===== config.mk =====
export PLATFORM = sky130hd
export DESIGN_NAME = serial_sub_ctrl
export DESIGN_NICKNAME = d
export VERILOG_FILES = /design/src/rtl/serial_sub_pkg.sv /design/src/rtl/serial_fs_cell.sv /design/src/rtl/serial_sub_ctrl.sv
export SDC_FILE = /design/constraint.sdc
export NUM_CORES = 1
export LEC_CHECK = 0
export CAP_MARGIN = 30
export CORE_ASPECT_RATIO = 1.75
export CORE_MARGIN = 2
export CORE_UTILIZATION = 50
export CTS_CLUSTER_DIAMETER = 150
export DETAILED_ROUTE_END_ITERATION = 10
export HOLD_SLACK_MARGIN = 0.08
export PLACE_DENSITY = 0.78
export SYNTH_ARGS = -nofsm -noshare
export SYNTH_HDL_FRONTEND = slang
export SYNTH_SLANG_ARGS = --single-unit

===== constraint.sdc =====
create_clock -name clk -period 2 [get_ports clk]
set_input_delay 0.4 -clock clk [delete_from_list [all_inputs] [get_ports clk]]
set_output_delay 0.4 -clock clk [all_outputs]
set_load 0.05 [all_outputs]

===== src/rtl/serial_sub_pkg.sv =====
// Shared types and constants for the bit-serial subtractor.
package serial_sub_pkg;

  localparam int DEFAULT_WIDTH = 8;

  typedef enum logic [1:0] {
    IDLE,
    SHIFT,
    DONE
  } state_t;

endpackage


===== src/rtl/serial_fs_cell.sv =====
// One-bit full subtractor: a - b - c, producing a difference bit and a borrow out.
module serial_fs_cell (
  input  logic a,
  input  logic b,
  input  logic c,
  output logic difference,
  output logic borrow
);

  assign difference = a ^ b ^ c;
  assign borrow     = (~a & b) | (~(a ^ b) & c);

endmodule


===== src/rtl/serial_sub_ctrl.sv =====
// Bit-serial subtractor: one full-subtractor cell walks the operands LSB first over WIDTH cycles.
// Define SERIAL_SUB_OVF_EN to add the signed-overflow output.
module serial_sub_ctrl
  import serial_sub_pkg::*;
#(
  parameter int WIDTH = DEFAULT_WIDTH
) (
  input  logic             clk,
  input  logic             rst,
  input  logic             start,
  input  logic [WIDTH-1:0] a,
  input  logic [WIDTH-1:0] b,
  output logic             ready,
  output logic             done,
  output logic [WIDTH-1:0] difference,
  output logic             borrow
`ifdef SERIAL_SUB_OVF_EN
  ,
  output logic             overflow
`endif
);

  // One extra bit so the counter can hold WIDTH itself without wrapping.
  localparam int CW = $clog2(WIDTH) + 1;

  state_t           state, state_nxt;
  logic [WIDTH-1:0] a_sr, b_sr;
  logic [CW-1:0]    cnt;
  logic             last_bit;
  logic             cell_d, cell_b;

  serial_fs_cell u_cell (
    .a          (a_sr[0]),
    .b          (b_sr[0]),
    .c          (borrow),
    .difference (cell_d),
    .borrow     (cell_b)
  );

  assign last_bit = (cnt == CW'(WIDTH - 1));
  assign ready    = (state == IDLE);
  assign done     = (state == DONE);

  // NOTE: every always_comb output gets its default first, so no path can infer a latch.
  always_comb begin
    state_nxt = state;
    case (state)
      IDLE:    if (start) state_nxt = SHIFT;
      SHIFT:   if (last_bit) state_nxt = DONE;
      DONE:    state_nxt = IDLE;
      default: state_nxt = IDLE;
    endcase
  end

  // NOTE: registers use non-blocking assignments so every flop samples pre-edge values.
  always_ff @(posedge clk) begin
    // NOTE: reset is synchronous and clears every datapath register, not just the state.
    if (rst) begin
      state      <= IDLE;
      a_sr       <= '0;
      b_sr       <= '0;
      cnt        <= '0;
      difference <= '0;
      borrow     <= 1'b0;
    end else begin
      state <= state_nxt;
      case (state)
        IDLE: begin
          if (start) begin
            a_sr   <= a;
            b_sr   <= b;
            cnt    <= '0;
            borrow <= 1'b0;
          end
        end
        SHIFT: begin
          a_sr       <= a_sr >> 1;
          b_sr       <= b_sr >> 1;
          difference <= {cell_d, difference[WIDTH-1:1]};
          borrow     <= cell_b;
          cnt        <= cnt + CW'(1);
        end
        default: ;
      endcase
    end
  end

`ifdef SERIAL_SUB_OVF_EN
  logic a_sign, b_sign;

  // The last cell difference becomes the result MSB on the DONE-entry edge.
  always_ff @(posedge clk) begin
    if (rst) begin
      a_sign   <= 1'b0;
      b_sign   <= 1'b0;
      overflow <= 1'b0;
    end else if (state == IDLE && start) begin
      a_sign <= a[WIDTH-1];
      b_sign <= b[WIDTH-1];
    end else if (state == SHIFT && last_bit) begin
      overflow <= (a_sign != b_sign) & (cell_d != a_sign);
    end
  end
`endif

endmodule


==> flow_metrics.env, run 1 <==
export IMPL_detail_route_antenna_nets=0
export IMPL_core_area_um2=2460
export IMPL_io_pins=30
export IMPL_clock_fmax_ghz=0.531
export IMPL_postCtsHoldBufs=0
export IMPL_cts_buffer_depth=2
export IMPL_drv_cap=0
export IMPL_fin_tns_setup_ps=0
export IMPL_p_total_mw=1.33
export IMPL_cts_setup_buffers=0
export IMPL_async_flop_share=0
export IMPL_cp_cell_sequence="clkdlybuf4s50_1"
export IMPL_cp_max_fo=3
export IMPL_cts_tree="done"
export IMPL_critical_path_class="reg -> out"
export IMPL_rows=24
export IMPL_status="complete, no violations"
export IMPL_p_leak_nw=0.644
export IMPL_rsz0062_at_grt="no"
export IMPL_diodes=0
export IMPL_hold_viol=0
export IMPL_worst_slew_pin_slew_ps=506
export IMPL_hold_path_end="difference[1]$_SDFFE_PP0N_"
export IMPL_ys_flop_type="dfxtp_1"
export IMPL_max_slew_margin=0.661
export IMPL_cts_sinks=31
export IMPL_synth_fp_nets=172
export IMPL_ys_ff_latch=31
export IMPL_hold_path_class="reg -> reg"
export IMPL_wl_um=2890
export IMPL_r2r_start="state[1]$_SDFFE_PP0P_"
export IMPL_dr_pass1_iters=4
export IMPL_rrSetupSlack_ps=590
export IMPL_overflow=0
export IMPL_clock_latency_ps=280
export IMPL_dp_cells=200
export IMPL_die_h_um=71.1
export IMPL_vias=1162
export IMPL_syn_area_um2=1290
export IMPL_cts_resized=0
export IMPL_synth_edf_count=0
export IMPL_clk_pin_slew_ps=70
export IMPL_worst_slack_ps=118
export IMPL_cts_htree_levels=2
export IMPL_placed_cell_area_um2=1580
export IMPL_crit_buf_inv=1
export IMPL_setup_viol=0
export IMPL_slew_viol_final=0
export IMPL_r2r_cells=4
export IMPL_hpwl_um=1920
export IMPL_portBuffers=29
export IMPL_wl_met3_um=146
export IMPL_drive_above_1_share=0.0934
export IMPL_dieArea_um2=3010
export IMPL_min_period_over_period=0.941
export IMPL_slowest_delay_ps=820
export IMPL_grt_max_degree=32
export IMPL_nNetsFinal=202
export IMPL_start_util=0.523
export IMPL_antenna_found_initial=0
export IMPL_yosys_warnings=0
export IMPL_clock_root_buffer="clkbuf_8"
export IMPL_critical_path_startpoint_type="flip-flop"
export IMPL_ys_seq_area_frac=0.482
export IMPL_gp_congestion=0.804
export IMPL_design_area_um2=1660
export IMPL_path_delay_family="buffers and inverters"
export IMPL_fp_dieW_um=42.4
export IMPL_cts_buffers=5
export IMPL_wl_per_cell_um=13.9
export IMPL_min_from="difference[2]$_SDFFE_PP0N_"
export IMPL_cp_arrival_ps=1480
export IMPL_period_needed_ps=1880
export IMPL_clock_skew_ps=4.88
export IMPL_synthTopCellsByCount="dfxtp_1 (31), nand2_1 (30), a21oi_1 (22)"
export IMPL_p_per_area_nw_per_um2=800
export IMPL_worstPathRequired_ps=1600
export IMPL_drc=0
export IMPL_avgViaCountPerCell=5.59
export IMPL_ys_types=27
export IMPL_grt_pass1_wl_um=5000
export IMPL_end_kind="output port"
export IMPL_peakVddDrop_mv=0.593
export IMPL_netlist_area_leader_share=0.482
export IMPL_syn_inst=151
export IMPL_m1WireLength_um=1160
export IMPL_final_cell_count_no_fill=208
export IMPL_drt_iter0_markers=19
export IMPL_synthTopCellsByArea="dfxtp_1 (48%), nand2_1 (8.7%), a21oi_1 (8.6%)"
export IMPL_grt_pass1_vias=1207
export IMPL_grtUsageTotal=0.214
export IMPL_area_growth_pct=29.2
export IMPL_avgSynthCellArea_um2=8.53
export IMPL_top_layer="met4"
export IMPL_wl_met2_um=1540
export IMPL_yosysMostFrequentCell="dfxtp_1"
export IMPL_worstHoldPathCells=2
export IMPL_synth_top_cell_by_area="dfxtp_1"
export IMPL_fillers=218
export IMPL_critical_path_slowest_cell="clkdlybuf4s50_1"
export IMPL_pre_cts_ws_ps=330
export IMPL_reg2reg_to="a_sr[0]$_SDFFE_PP0P_"
==> how the worst max path moves through the flow <==
stage	from	end	slack, ps	cells past startpoint
2_1_floorplan	state[1]$_SDFFE_PP0P_	done	530	1
3_3_place_gp	start	b_sr[0]$_SDFFE_PP0P_	360	4
3_5_place_dp	start	a_sr[0]$_SDFFE_PP0P_	330	5
4_1_cts	borrow$_SDFFE_PP0P_	borrow	110	1
5_1_grt	borrow$_SDFFE_PP0P_	borrow	80	1
6_report	borrow$_SDFFE_PP0P_	borrow	120	1
==> cells in the final DEF, fill, tap and decap left out, drive strengths merged <==
cell           instances
inv                    1
and4b                  1
a221oi                 1
nand2b                 1
nand2                 30
ha                     1
mux2i                  1
clkbuf                 7
nor2                  20
a21oi                 22
clkdlybuf4s50         27
a22oi                  2
a32oi                  2
a31oi                  1
and2b                  1
or3                    1
dfxtp                 31
a211oi                14
nor4b                  1
nand3                  2
nor2b                  1
nor3                   2
o21bai                 1
o211a                  1
o21ba                  1
buf                    7
fa                     1
clkinv                 1
==> power by group <==
| part | switching [mW] | total [mW] | internal [mW] |
|---|---|---|---|
| Sequential | 0.0217 | 0.673 | 0.652 |
| Combinational | 0.104 | 0.190 | 0.0856 |
| Clock | 0.223 | 0.467 | 0.244 |
==> routing by layer <==
layer | global-route usage | up-vias
li1 | - | 582
met1 | 0.229 | 550
met2 | 0.385 | 25
met3 | 0.0536 | 5
met4 | 0.0938 | 0
met5 | 0 | -
==> cell type report <==
cell class | count | area (um^2) | share of cell area
Sequential cell | 31 | 621 | 0.373
Multi-Input combinational cell | 108 | 602 | 0.362
Timing Repair Buffer | 34 | 323 | 0.194
Clock buffer | 7 | 76.3 | 0.0459
Tap cell | 26 | 32.5 | 0.0196
Clock inverter | 1 | 5.00 | 0.00301
Inverter | 1 | 3.75 | 0.00226
==> kinds of logic after synthesis <==
family	Yosys count	share of synthesized area
adders and majority gates	2	0.0253
muxes	1	0.00777
and+or+nand+nor	60	0.201
DFF	31	0.482
AOI/OAI and AO/OA	45	0.233
buffers and inverters	12	0.0505
==> registers in the layout (all words and copies together) (netlist names) <==
name        count
a_sr            8
b_sr            8
difference      8
cnt             4
state           2
borrow          1
==> stage by stage <==
| step | hold slack, ps | util |
|---|---|---|
| floorplan | 454 | - |
| global placement | 447 | 0.642 |
| detailed placement | 455 | 0.642 |
| CTS | 473 | 0.675 |
| global route | 487 | 0.675 |
| finish | 474 | 0.675 |
No activity file was read; power rests on OpenSTA's default activity.
==> inputs of run 2 (changes only) <==
CORE_MARGIN = 3   (was 2)
==> flow_metrics.env, run 2 (synthesized netlist as in run 1, its figures left out) <==
export IMPL_final_cell_count_no_fill=207
export IMPL_design_area_um2=1660
export IMPL_hold_viol=0
export IMPL_area_growth_pct=29.1
export IMPL_clock_root_buffer="clkbuf_8"
export IMPL_setup_viol=0
export IMPL_start_util=0.546
export IMPL_slew_viol_final=0
export IMPL_worst_slew_pin_slew_ps=552
export IMPL_cts_tree="done"
export IMPL_clk_pin_slew_ps=70
export IMPL_rsz0062_at_grt="no"
export IMPL_hold_path_class="reg -> reg"
export IMPL_cts_sinks=31
export IMPL_most_common_layout_cells="dfxtp_1 (31), nand2_1 (30), clkdlybuf4s50_1 (27), a21oi_1 (22), nor2_1 (20)"
export IMPL_detail_route_antenna_nets=0
export IMPL_clock_fmax_ghz=0.530
export IMPL_portBuffers=29
export IMPL_fp_dieW_um=44.4
export IMPL_cts_htree_levels=2
export IMPL_diodes=0
export IMPL_status="complete, no violations"
export IMPL_cts_resized=0
export IMPL_antenna_found_initial=0
export IMPL_vias=1174
export IMPL_avgViaCountPerCell=5.67
export IMPL_wl_per_cell_um=14.8
export IMPL_max_slew_margin=0.632
export IMPL_seqCellArea_um2=621
export IMPL_nNetsFinal=202
export IMPL_clock_latency_ps=280
export IMPL_path_delay_family="buffers and inverters"
export IMPL_final_common_cell="dfxtp_1"
export IMPL_io_pins=30
export IMPL_p_total_mw=1.33
export IMPL_fin_tns_setup_ps=0
export IMPL_critical_path_class="reg -> out"
export IMPL_overflow=0
export IMPL_grtUsageTotal=0.223
export IMPL_slowest_delay_ps=820
export IMPL_reg_top3="a_sr: 8 flops, b_sr: 8 flops, difference: 8 flops"
export IMPL_peakVddDrop_mv=0.616
export IMPL_pre_cts_ws_ps=295
export IMPL_critical_path_slowest_cell="clkdlybuf4s50_1"
export IMPL_end_kind="output port"
export IMPL_core_area_um2=2360
export IMPL_crit_buf_inv=1
export IMPL_period_needed_ps=1890
export IMPL_postCtsHoldBufs=0
export IMPL_hpwl_um=2090
export IMPL_drive_above_1_share=0.0934
export IMPL_cts_buffer_depth=2
export IMPL_drc=0
export IMPL_dieArea_um2=3240
export IMPL_drt_iter0_markers=35
export IMPL_dp_cells=199
export IMPL_min_period_over_period=0.943
export IMPL_cts_buffers=5
export IMPL_rows=23
export IMPL_p_leak_nw=0.644
export IMPL_cp_cell_sequence="clkdlybuf4s50_1"
export IMPL_critical_path_startpoint_type="flip-flop"
export IMPL_p_per_area_nw_per_um2=802
export IMPL_grt_max_degree=32
export IMPL_worstPathRequired_ps=1600
export IMPL_dr_pass1_iters=4
export IMPL_cp_max_fo=3
export IMPL_grt_pass1_vias=1250
export IMPL_wl_um=3070
export IMPL_drv_cap=0
export IMPL_grt_pass1_wl_um=5350
export IMPL_die_h_um=73.1
export IMPL_placed_cell_area_um2=1580
export IMPL_multiInputGateArea_um2=602
export IMPL_cp_arrival_ps=1490
export IMPL_gp_congestion=0.822
export IMPL_worst_slack_ps=114
export IMPL_fillers=204
export IMPL_cts_setup_buffers=0
export IMPL_clock_skew_ps=8.06
[run 2: cell counts in the layout (fill, tap and decap cells not counted)]
Identical to the previous run, type by type.
[run 2: worst register-to-register path, cell delays in order (launching register included)]
cell	delay (ps)
dfxtp_1	400
nand2b_1	480
buf_4	280
nand2_1	70
a211oi_1	220
[run 2: path summary, 6_finish.rpt]
kind         slack (ps)  cells after the start                          to                        from
max                 110                      1                      borrow         borrow$_SDFFE_PP0P_
min                 470                      2  difference[0]$_SDFFE_PP0N_  difference[0]$_SDFFE_PP0N_
max reg2reg         450                      4        a_sr[1]$_SDFFE_PP0P_       state[1]$_SDFFE_PP0P_
min reg2reg         470                      2  difference[0]$_SDFFE_PP0N_  difference[0]$_SDFFE_PP0N_
[run 2: report_power, final]
| group | total [mW] | internal (mW) | switching (mW) | leakage [nW] |
|---|---|---|---|---|
| sequential | 0.674 | 0.652 | 0.0224 | 0.254 |
| combinational | 0.194 | 0.0855 | 0.109 | 0.347 |
| clock | 0.464 | 0.244 | 0.221 | 0.0422 |
| total | 1.33 | 0.981 | 0.352 | 0.644 |
[run 2: metrics by stage]
stage / hold slack, ps / util
2_1_floorplan: 454 / -
3_3_place_gp: 444 / 0.670
3_5_place_dp: 458 / 0.670
4_1_cts: 467 / 0.704
5_1_grt: 489 / 0.704
6_report: 466 / 0.704
[run 2: final cells by class]
type / instances / share of cell area
flip-flops and latches: 31 / 0.373
multi-input cells: 108 / 0.362
repair buffers: 34 / 0.194
clock buffers: 7 / 0.0459
well taps: 25 / 0.0188
clock inverters: 1 / 0.00301
inverters: 1 / 0.00226
[run 2: routing by layer]
metal | global-route usage | share of wire
met4 | 0.111 | 0.019
met2 | 0.356 | 0.50
met1 | 0.257 | 0.42
met3 | 0.0815 | 0.065
met5 | 0 | 0
